### src/rtl/minirv_pipe_cpu.sv
// minirv_pipe_cpu: 5-stage RV32I-subset pipeline (IF/ID/EX/MEM/WB) with forwarding, interlocks, flush and bus wait states; MINIRV_PIPE_TRACE_EN adds WB trace ports
module minirv_pipe_cpu #(
    parameter int          IADDR_W  = 16,
    parameter logic [31:0] RESET_PC = 32'h0000_0000,
    parameter bit          FWD_EN   = 1'b1
) (
    input  logic               cpu_clk,
    input  logic               cpu_rst,
    output logic [IADDR_W-1:0] inst_addr,
    input  logic [31:0]        inst,
    output logic [31:0]        Bus_addr,
    input  logic [31:0]        Bus_rdata,
    output logic               Bus_wen,
    output logic               Bus_ren,
    output logic [31:0]        Bus_wdata,
    input  logic               Bus_ready
`ifdef MINIRV_PIPE_TRACE_EN
    ,
    output logic               debug_wb_have_inst,
    output logic [31:0]        debug_wb_pc,
    output logic               debug_wb_ena,
    output logic [4:0]         debug_wb_reg,
    output logic [31:0]        debug_wb_value
`endif
);
    typedef struct packed {
        logic        v;
        logic [31:0] pc;
        logic [31:0] ir;
    } fd_t;
    typedef struct packed {
        logic        v;
        logic [31:0] pc, a, b, imm;
        logic [4:0]  rs1, rs2, rd;
        logic [3:0]  aop;
        logic        we, ld, st, br, jal, jalr, bimm, apc, azero;
    } de_t;
    typedef struct packed {
        logic        v;
`ifdef MINIRV_PIPE_TRACE_EN
        logic [31:0] pc;
`endif
        logic [31:0] res, wdata;
        logic [4:0]  rd;
        logic        we, ld, st;
    } em_t;
    typedef struct packed {
        logic        v;
`ifdef MINIRV_PIPE_TRACE_EN
        logic [31:0] pc;
`endif
        logic [31:0] res;
        logic [4:0]  rd;
        logic        we;
    } mw_t;

    logic [31:0] pc_q, pc_d;
    fd_t         fd_q, fd_d;
    de_t         de_q, de_d, id;
    em_t         em_q, em_d;
    mw_t         mw_q, mw_d;
    logic [31:0] rf_q [32];
    logic [31:0] ir, rd1, rd2, fa, fb, opa, opb, sra, alu, tgt, ex_res;
    logic [6:0]  op;
    logic [2:0]  f3, bf3;
    logic [4:0]  sh;
    logic        is_r, is_i, wb_we, em_fw, mw_fw, cond, taken, freeze, stall;

    function automatic logic hit(input logic v, input logic we, input logic [4:0] rd,
                                 input logic [4:0] r1, input logic [4:0] r2);
        return v & we & (rd != 5'd0) & (rd == r1 | rd == r2);
    endfunction

    assign ir    = fd_q.ir;
    assign op    = ir[6:0];
    assign f3    = ir[14:12];
    assign is_r  = op == 7'h33;
    assign is_i  = op == 7'h13;
    assign wb_we = mw_q.v & mw_q.we & (mw_q.rd != 5'd0) & ~freeze;
    assign rd1   = ir[19:15] == 5'd0 ? 32'd0 : wb_we && mw_q.rd == ir[19:15] ? mw_q.res : rf_q[ir[19:15]];
    assign rd2   = ir[24:20] == 5'd0 ? 32'd0 : wb_we && mw_q.rd == ir[24:20] ? mw_q.res : rf_q[ir[24:20]];

    always_comb begin
        id       = '0;
        id.v     = fd_q.v;
        id.pc    = fd_q.pc;
        id.a     = rd1;
        id.b     = rd2;
        id.rs1   = ir[19:15];
        id.rs2   = ir[24:20];
        id.rd    = ir[11:7];
        id.ld    = op == 7'h03;
        id.st    = op == 7'h23;
        id.br    = op == 7'h63;
        id.jal   = op == 7'h6f;
        id.jalr  = op == 7'h67;
        id.apc   = op == 7'h17;
        id.azero = op == 7'h37;
        id.we    = is_r | is_i | id.ld | id.jal | id.jalr | id.apc | id.azero;
        id.bimm  = ~is_r & ~id.br;
        id.aop   = {is_r ? ir[30] : is_i & (f3 == 3'b101) & ir[30], (is_r | is_i | id.br) ? f3 : 3'b000};
        id.imm   = id.st ? {{20{ir[31]}}, ir[31:25], ir[11:7]} :
                   id.br ? {{19{ir[31]}}, ir[31], ir[7], ir[30:25], ir[11:8], 1'b0} :
                   (id.apc | id.azero) ? {ir[31:12], 12'd0} :
                   id.jal ? {{11{ir[31]}}, ir[31], ir[19:12], ir[20], ir[30:21], 1'b0} :
                   {{20{ir[31]}}, ir[31:20]};
    end

    assign em_fw  = FWD_EN & em_q.v & em_q.we & ~em_q.ld & (em_q.rd != 5'd0);
    assign mw_fw  = FWD_EN & mw_q.v & mw_q.we & (mw_q.rd != 5'd0);
    assign fa     = em_fw && em_q.rd == de_q.rs1 ? em_q.res : mw_fw && mw_q.rd == de_q.rs1 ? mw_q.res : de_q.a;
    assign fb     = em_fw && em_q.rd == de_q.rs2 ? em_q.res : mw_fw && mw_q.rd == de_q.rs2 ? mw_q.res : de_q.b;
    assign opa    = de_q.apc ? de_q.pc : de_q.azero ? 32'd0 : fa;
    assign opb    = de_q.bimm ? de_q.imm : fb;
    assign sh     = opb[4:0];
    assign sra    = $signed(opa) >>> sh;
    assign alu    = de_q.aop == 4'b1000 ? opa - opb :
                    de_q.aop[2:0] == 3'd1 ? opa << sh :
                    de_q.aop[2:0] == 3'd2 ? {31'd0, $signed(opa) < $signed(opb)} :
                    de_q.aop[2:0] == 3'd3 ? {31'd0, opa < opb} :
                    de_q.aop[2:0] == 3'd4 ? opa ^ opb :
                    de_q.aop[2:0] == 3'd5 ? (de_q.aop[3] ? sra : opa >> sh) :
                    de_q.aop[2:0] == 3'd6 ? opa | opb :
                    de_q.aop[2:0] == 3'd7 ? opa & opb : opa + opb;
    assign bf3    = de_q.aop[2:0];
    assign cond   = (bf3[2] ? (bf3[1] ? fa < fb : $signed(fa) < $signed(fb)) : fa == fb) ^ bf3[0];
    assign taken  = de_q.v & (de_q.br & cond | de_q.jal | de_q.jalr);
    assign tgt    = de_q.jalr ? (fa + de_q.imm) & ~32'd1 : de_q.pc + de_q.imm;
    assign ex_res = (de_q.jal | de_q.jalr) ? de_q.pc + 32'd4 : alu;
    assign freeze = em_q.v & (em_q.ld | em_q.st) & ~Bus_ready;
    assign stall  = fd_q.v & ~taken & (FWD_EN ?
                    hit(de_q.v, de_q.we, de_q.rd, ir[19:15], ir[24:20]) & de_q.ld :
                    hit(de_q.v, de_q.we, de_q.rd, ir[19:15], ir[24:20]) |
                    hit(em_q.v, em_q.we, em_q.rd, ir[19:15], ir[24:20]) |
                    hit(mw_q.v, mw_q.we, mw_q.rd, ir[19:15], ir[24:20]));

    always_comb begin
        pc_d = pc_q;
        fd_d = fd_q;
        de_d = de_q;
        em_d = em_q;
        mw_d = mw_q;
        if (!freeze) begin
            pc_d     = taken ? tgt : stall ? pc_q : pc_q + 32'd4;
            fd_d     = taken ? fd_t'('0) : stall ? fd_q : {1'b1, pc_q, inst};
            de_d     = taken | stall ? de_t'('0) : id;
            em_d.v     = de_q.v;
            em_d.res   = ex_res;
            em_d.wdata = fb;
            em_d.rd    = de_q.rd;
            em_d.we    = de_q.we;
            em_d.ld    = de_q.ld;
            em_d.st    = de_q.st;
            mw_d.v     = em_q.v;
            mw_d.res   = em_q.ld ? Bus_rdata : em_q.res;
            mw_d.rd    = em_q.rd;
            mw_d.we    = em_q.we;
`ifdef MINIRV_PIPE_TRACE_EN
            em_d.pc    = de_q.pc;
            mw_d.pc    = em_q.pc;
`endif
        end
    end

`ifdef MINIRV_PIPE_TRACE_EN
    logic [70:0] tr_q, tr_d;
    always_comb tr_d = {mw_q.v & ~freeze, mw_q.pc, wb_we, mw_q.rd, mw_q.res};
    assign {debug_wb_have_inst, debug_wb_pc, debug_wb_ena, debug_wb_reg, debug_wb_value} = tr_q;
    always_ff @(posedge cpu_clk) tr_q <= cpu_rst ? '0 : tr_d;
`endif

    always_ff @(posedge cpu_clk) begin
        if (cpu_rst) begin
            pc_q <= RESET_PC;
            fd_q <= '0;
            de_q <= '0;
            em_q <= '0;
            mw_q <= '0;
            for (int i = 0; i < 32; i++) rf_q[i] <= '0;
        end else begin
            pc_q <= pc_d;
            fd_q <= fd_d;
            de_q <= de_d;
            em_q <= em_d;
            mw_q <= mw_d;
            if (wb_we) rf_q[mw_q.rd] <= mw_q.res;
        end
    end

    assign inst_addr = pc_q[IADDR_W+1:2];
    assign Bus_addr  = em_q.res;
    assign Bus_wdata = em_q.wdata;
    assign Bus_wen   = em_q.v & em_q.st;
    assign Bus_ren   = em_q.v & em_q.ld;
endmodule
### config.mk
export PLATFORM = sky130hd
export DESIGN_NAME = minirv_pipe_cpu
export DESIGN_NICKNAME = d
export VERILOG_FILES = /design/src/rtl/minirv_pipe_cpu.sv
export SDC_FILE = /design/constraint.sdc
export NUM_CORES = 2
export LEC_CHECK = 0
export ABC_AREA = 1
export ABC_CLOCK_PERIOD_IN_PS = 6900
export CAP_MARGIN = 20
export CORE_MARGIN = 2
export CORE_UTILIZATION = 50
export CTS_BUF_LIST = sky130_fd_sc_hd__clkbuf_4
export DETAILED_ROUTE_END_ITERATION = 10
export GPL_TIMING_DRIVEN = 0
export HOLD_SLACK_MARGIN = 0.02
export PLACE_DENSITY = 0.66
export REMOVE_ABC_BUFFERS = 1
export SLEW_MARGIN = 0
export SYNTH_ARGS = -nofsm -noshare
export SYNTH_HDL_FRONTEND = slang
export SYNTH_SLANG_ARGS = --single-unit
### constraint.sdc
create_clock -name cpu_clk -period 6.9 [get_ports cpu_clk]
set_clock_uncertainty 0.1 [all_clocks]
set_input_delay 2.07 -clock cpu_clk [delete_from_list [all_inputs] [get_ports cpu_clk]]
set_output_delay 2.07 -clock cpu_clk [all_outputs]
set_load 0.1 [all_outputs]
==> impl_metrics.yaml <==
yosys:
  yosysMostFrequentCell: "a21oi_1"
  synth_seq_cells: 1400
  synth_compound_area_frac: 0.217
  yosys-top-cells-area: "edfxtp_1, a21oi_1, dfxtp_1, nand3_1, nor2_1"
  synth_cells: 11578
  synthArstFlopShare: 0
  yosysWarnings: 0
  synth_flop_cell: "edfxtp_1"
  synth_edf_count: 1024
  yosys.area.top_type: "edfxtp_1"
  synth_xor_area_frac: 0.00932
  synth_top_area_frac: 0.352
  synth_commonest_cells: "a21oi_1, nor2_1, nand2_1"
  synthesis.area_sq_um: 87400
  synth_mux_area_frac: 0
  syn_avg_cell_area_sq_um: 7.55
  synth_top_family_by_area: "compound AO/OA/AOI/OAI gates"
  synthAdderAreaFrac: 0.0284
  synthSimpleGateAreaFrac: 0.212
  yosysSeqAreaShare: 0.438
  synth_cell_type_count: 75
place:
  routabilityCongestion: 1.04
  place_area_sq_um: 92100
  dp.cells: 13241
  port_buffers: 148
  dpl.hpwl_mm: 257
worst_hold_path:
  hold_path.class: "reg -> reg"
  min_from: "fd_q[58]"
worst_setup_path:
  critPathKind: "reg -> reg"
  r2r_slack_ps: 200
  setup.worst_path.start: "em_q[1]"
  start_kind: "flop"
  worst_r2r_endpoint: "Bus_addr[31]"
  rr_startpoint: "em_q[1]"
  worstSetupEndpoint: "Bus_addr[31]"
  cp.arrival_ps: 7890
  worst-path-max-fanout: 65
  end_kind: "flop"
  required_ps: 8090
  r2r_cells: 25
drt:
  drt_iter0_drc: 14908
  drcViolationCount: 0
  routed_wl_mm: 388
  vias: 89639
  postRouteAntennaNets: 0
  wl_per_cell_um: 27.8
  avgViaCountPerCell: 6.42
  drt_first_pass_iters: 9
layout:
  finalNonFillerCells: 13952
  final_util: 0.560
  design_area_sq_um: 97400
  layout.nets: 11602
  layout-drive-gt1-share: 0.0966
  area_growth_pct: 11.3
die:
  die_area_sq_um: 178000
  io-pin-count: 149
  core_area_sq_um: 174000
  die_w_um: 422
  die_h_um: 422
  num_rows: 153
  start_util: 0.503
clock_network:
  cts_tree: "yes"
  cts.htree.levels: 5
  cts_sinks: 1400
  numCtsBuffers: 393
  clkTransAtPathRegs_ps: 60
  clkLatencyLatePin_ps: 1490
  clock_path_buffers: 4
  hold_buffers: 0
  cts-root-buf: "clkbuf_4"
power:
  p_per_area_nw_per_um2: 224
  power_leakage_uw: 0.0376
  ir_worst_vdd_uv: 229
sta:
  setup_viol: 0
  final_hold_viol_count: 0
  worst_pin_slew_ps: 1330
  timing.slew.headroom: 0.105
  max_clock_freq_mhz: 149
  slew_violations: 0
  finalCritPeriodShare: 0.971
  period_minus_slack_ps: 6700
  rsz0062_at_grt: "no"
global_routing:
  grt-ovfl-total: 0
  antenna_found_initial: 15
  grt_util_all_layers: 0.418
  first_global_vias: 82183
  grt_max_degree: 196
  grt_pass1_wl_mm: 549
run:
  cap_violations: 0
status:
  status: "finished clean"
cell usage in the layout, fill, tap and decap left out, drive strengths merged, types with 3 or more instances in the layout:
master         synthesis  layout
o211ai               378     378
nor3                  64      64
and2                  16      16
o21bai                 7       7
nor2                1511    1512
diode                  0       7
o21a                  18      18
nand3b                 8       8
xnor2                 24      24
o21ai               1184    1184
a22oi                  3       3
a211oi                 6       6
dfxtp                376     376
clkinv                 9      60
nand3               1172    1175
o22ai                  4       4
o2111ai               83      83
clkbuf               759     622
nand2               1506    1506
a31oi                 58      58
nand4                 48      48
o221ai                 8       8
a21o                  11      11
nor4                  17      17
fa                     4       4
buf                  274     212
conb                   1      32
xor2                  69      69
o31ai                  4       4
or2                   12      12
a21oi               1669    1669
clkdlybuf4s50          0     147
edfxtp              1024    1024
ha                   192     192
clkinvlp               0       3
a21boi                 4       4
inv                 1033    1037
and3                   3       3
routing by layer:
| layer | vias to the layer above | wire length [um] | track usage |
|---|---|---|---|
| met5 | - | 69 | 0 |
| met4 | 10 | 24300 | 0.235 |
| met3 | 1235 | 56300 | 0.127 |
| met2 | 6853 | 158000 | 0.584 |
| met1 | 42056 | 149000 | 0.571 |
| li1 | 39485 | - | - |
logic make-up (layout without fill, tap and decap cells):
logic type	count (synthesis)	in the layout
adders and majority gates	196	196
AOI/OAI and AO/OA	3453	3453
buffers and inverters	2075	2082
DFF	1400	1400
xor gates and xnor gates	93	93
other	1	39
and+or+nand+nor	4360	4364
sequential cells by signal (all words and copies together) (netlist names), named ones only:
name	cells
rf_q	1024
de_q	154
mw_q	39
fd_q	33
Bus_addr	32
Bus_wdata	32
ir	32
pc_q	32
em_q	9
bf3	3
per-stage QoR:
| step | total power (uW) | hold slack (ps) | setup TNS [ps] | setup slack, ps |
|---|---|---|---|---|
| after floorplan | 12300 | 333 | -3229130 | -13020 |
| after global placement | 14000 | 346 | - | -32930 |
| after detailed placement | 14000 | 350 | -247610 | -1510 |
| after CTS | 21600 | 248 | 0 | 17.6 |
| after global routing | 22600 | 271 | 0 | 46.1 |
| final | 21900 | 250 | 0 | 199 |
worst min-delay path by stage:
stage          cells past startpoint  slack (ps)        end
3_5_place_dp                       2         350  de_q[130]
5_1_grt                            2         270  de_q[150]
3_3_place_gp                       2         350  de_q[153]
4_1_cts                            2         250  de_q[150]
2_1_floorplan                      2         330    em_q[0]
6_report                           2         250  de_q[150]
power breakdown:
part           internal [uW]  total (uW)  switching (uW)
registers               9320        9600             276
logic                   1210        4490            3280
clock network           4040        7760            3710
layout make-up:
| cell class | count | area (sq um) |
|---|---|---|
| Multi-Input combinational cell | 8138 | 41300 |
| Antenna cell | 7 | 17.5 |
| Clock inverter | 59 | 262 |
| Timing Repair Buffer | 364 | 5910 |
| Tap cell | 2325 | 2910 |
| Fill cell | 16304 | 76500 |
| Sequential cell | 1400 | 38300 |
| Clock buffer | 617 | 4630 |
| Inverter | 1042 | 4010 |
what timing repair did:
item,4_1_cts,5_1_grt
setup buffers,3,10
gates cloned,2,2
resized for setup,17,21
setup endpoints to repair,205,140
pin swaps,3,4
critical path: stages, from the launching register on:
cell,delay (ps)
dfxtp_4,370
buf_16,270
nor2_1,140
nand2_1,150
inv_1,210
nand3_4,240
buf_16,300
o211ai_1,360
o21ai_0,180
inv_1,150
o21ai_0,970
ha_1,490
a21oi_1,260
o21ai_0,130
a21oi_1,470
nor2_1,70
a2111oi_0,340
nand2_1,130
a21oi_1,130
o21ai_0,140
a22o_1,210
nand2_1,80
nand3_1,90
nand3_1,70
nand3_1,290
a21oi_1,220
Note: power is estimated with default switching activity, not from simulation.
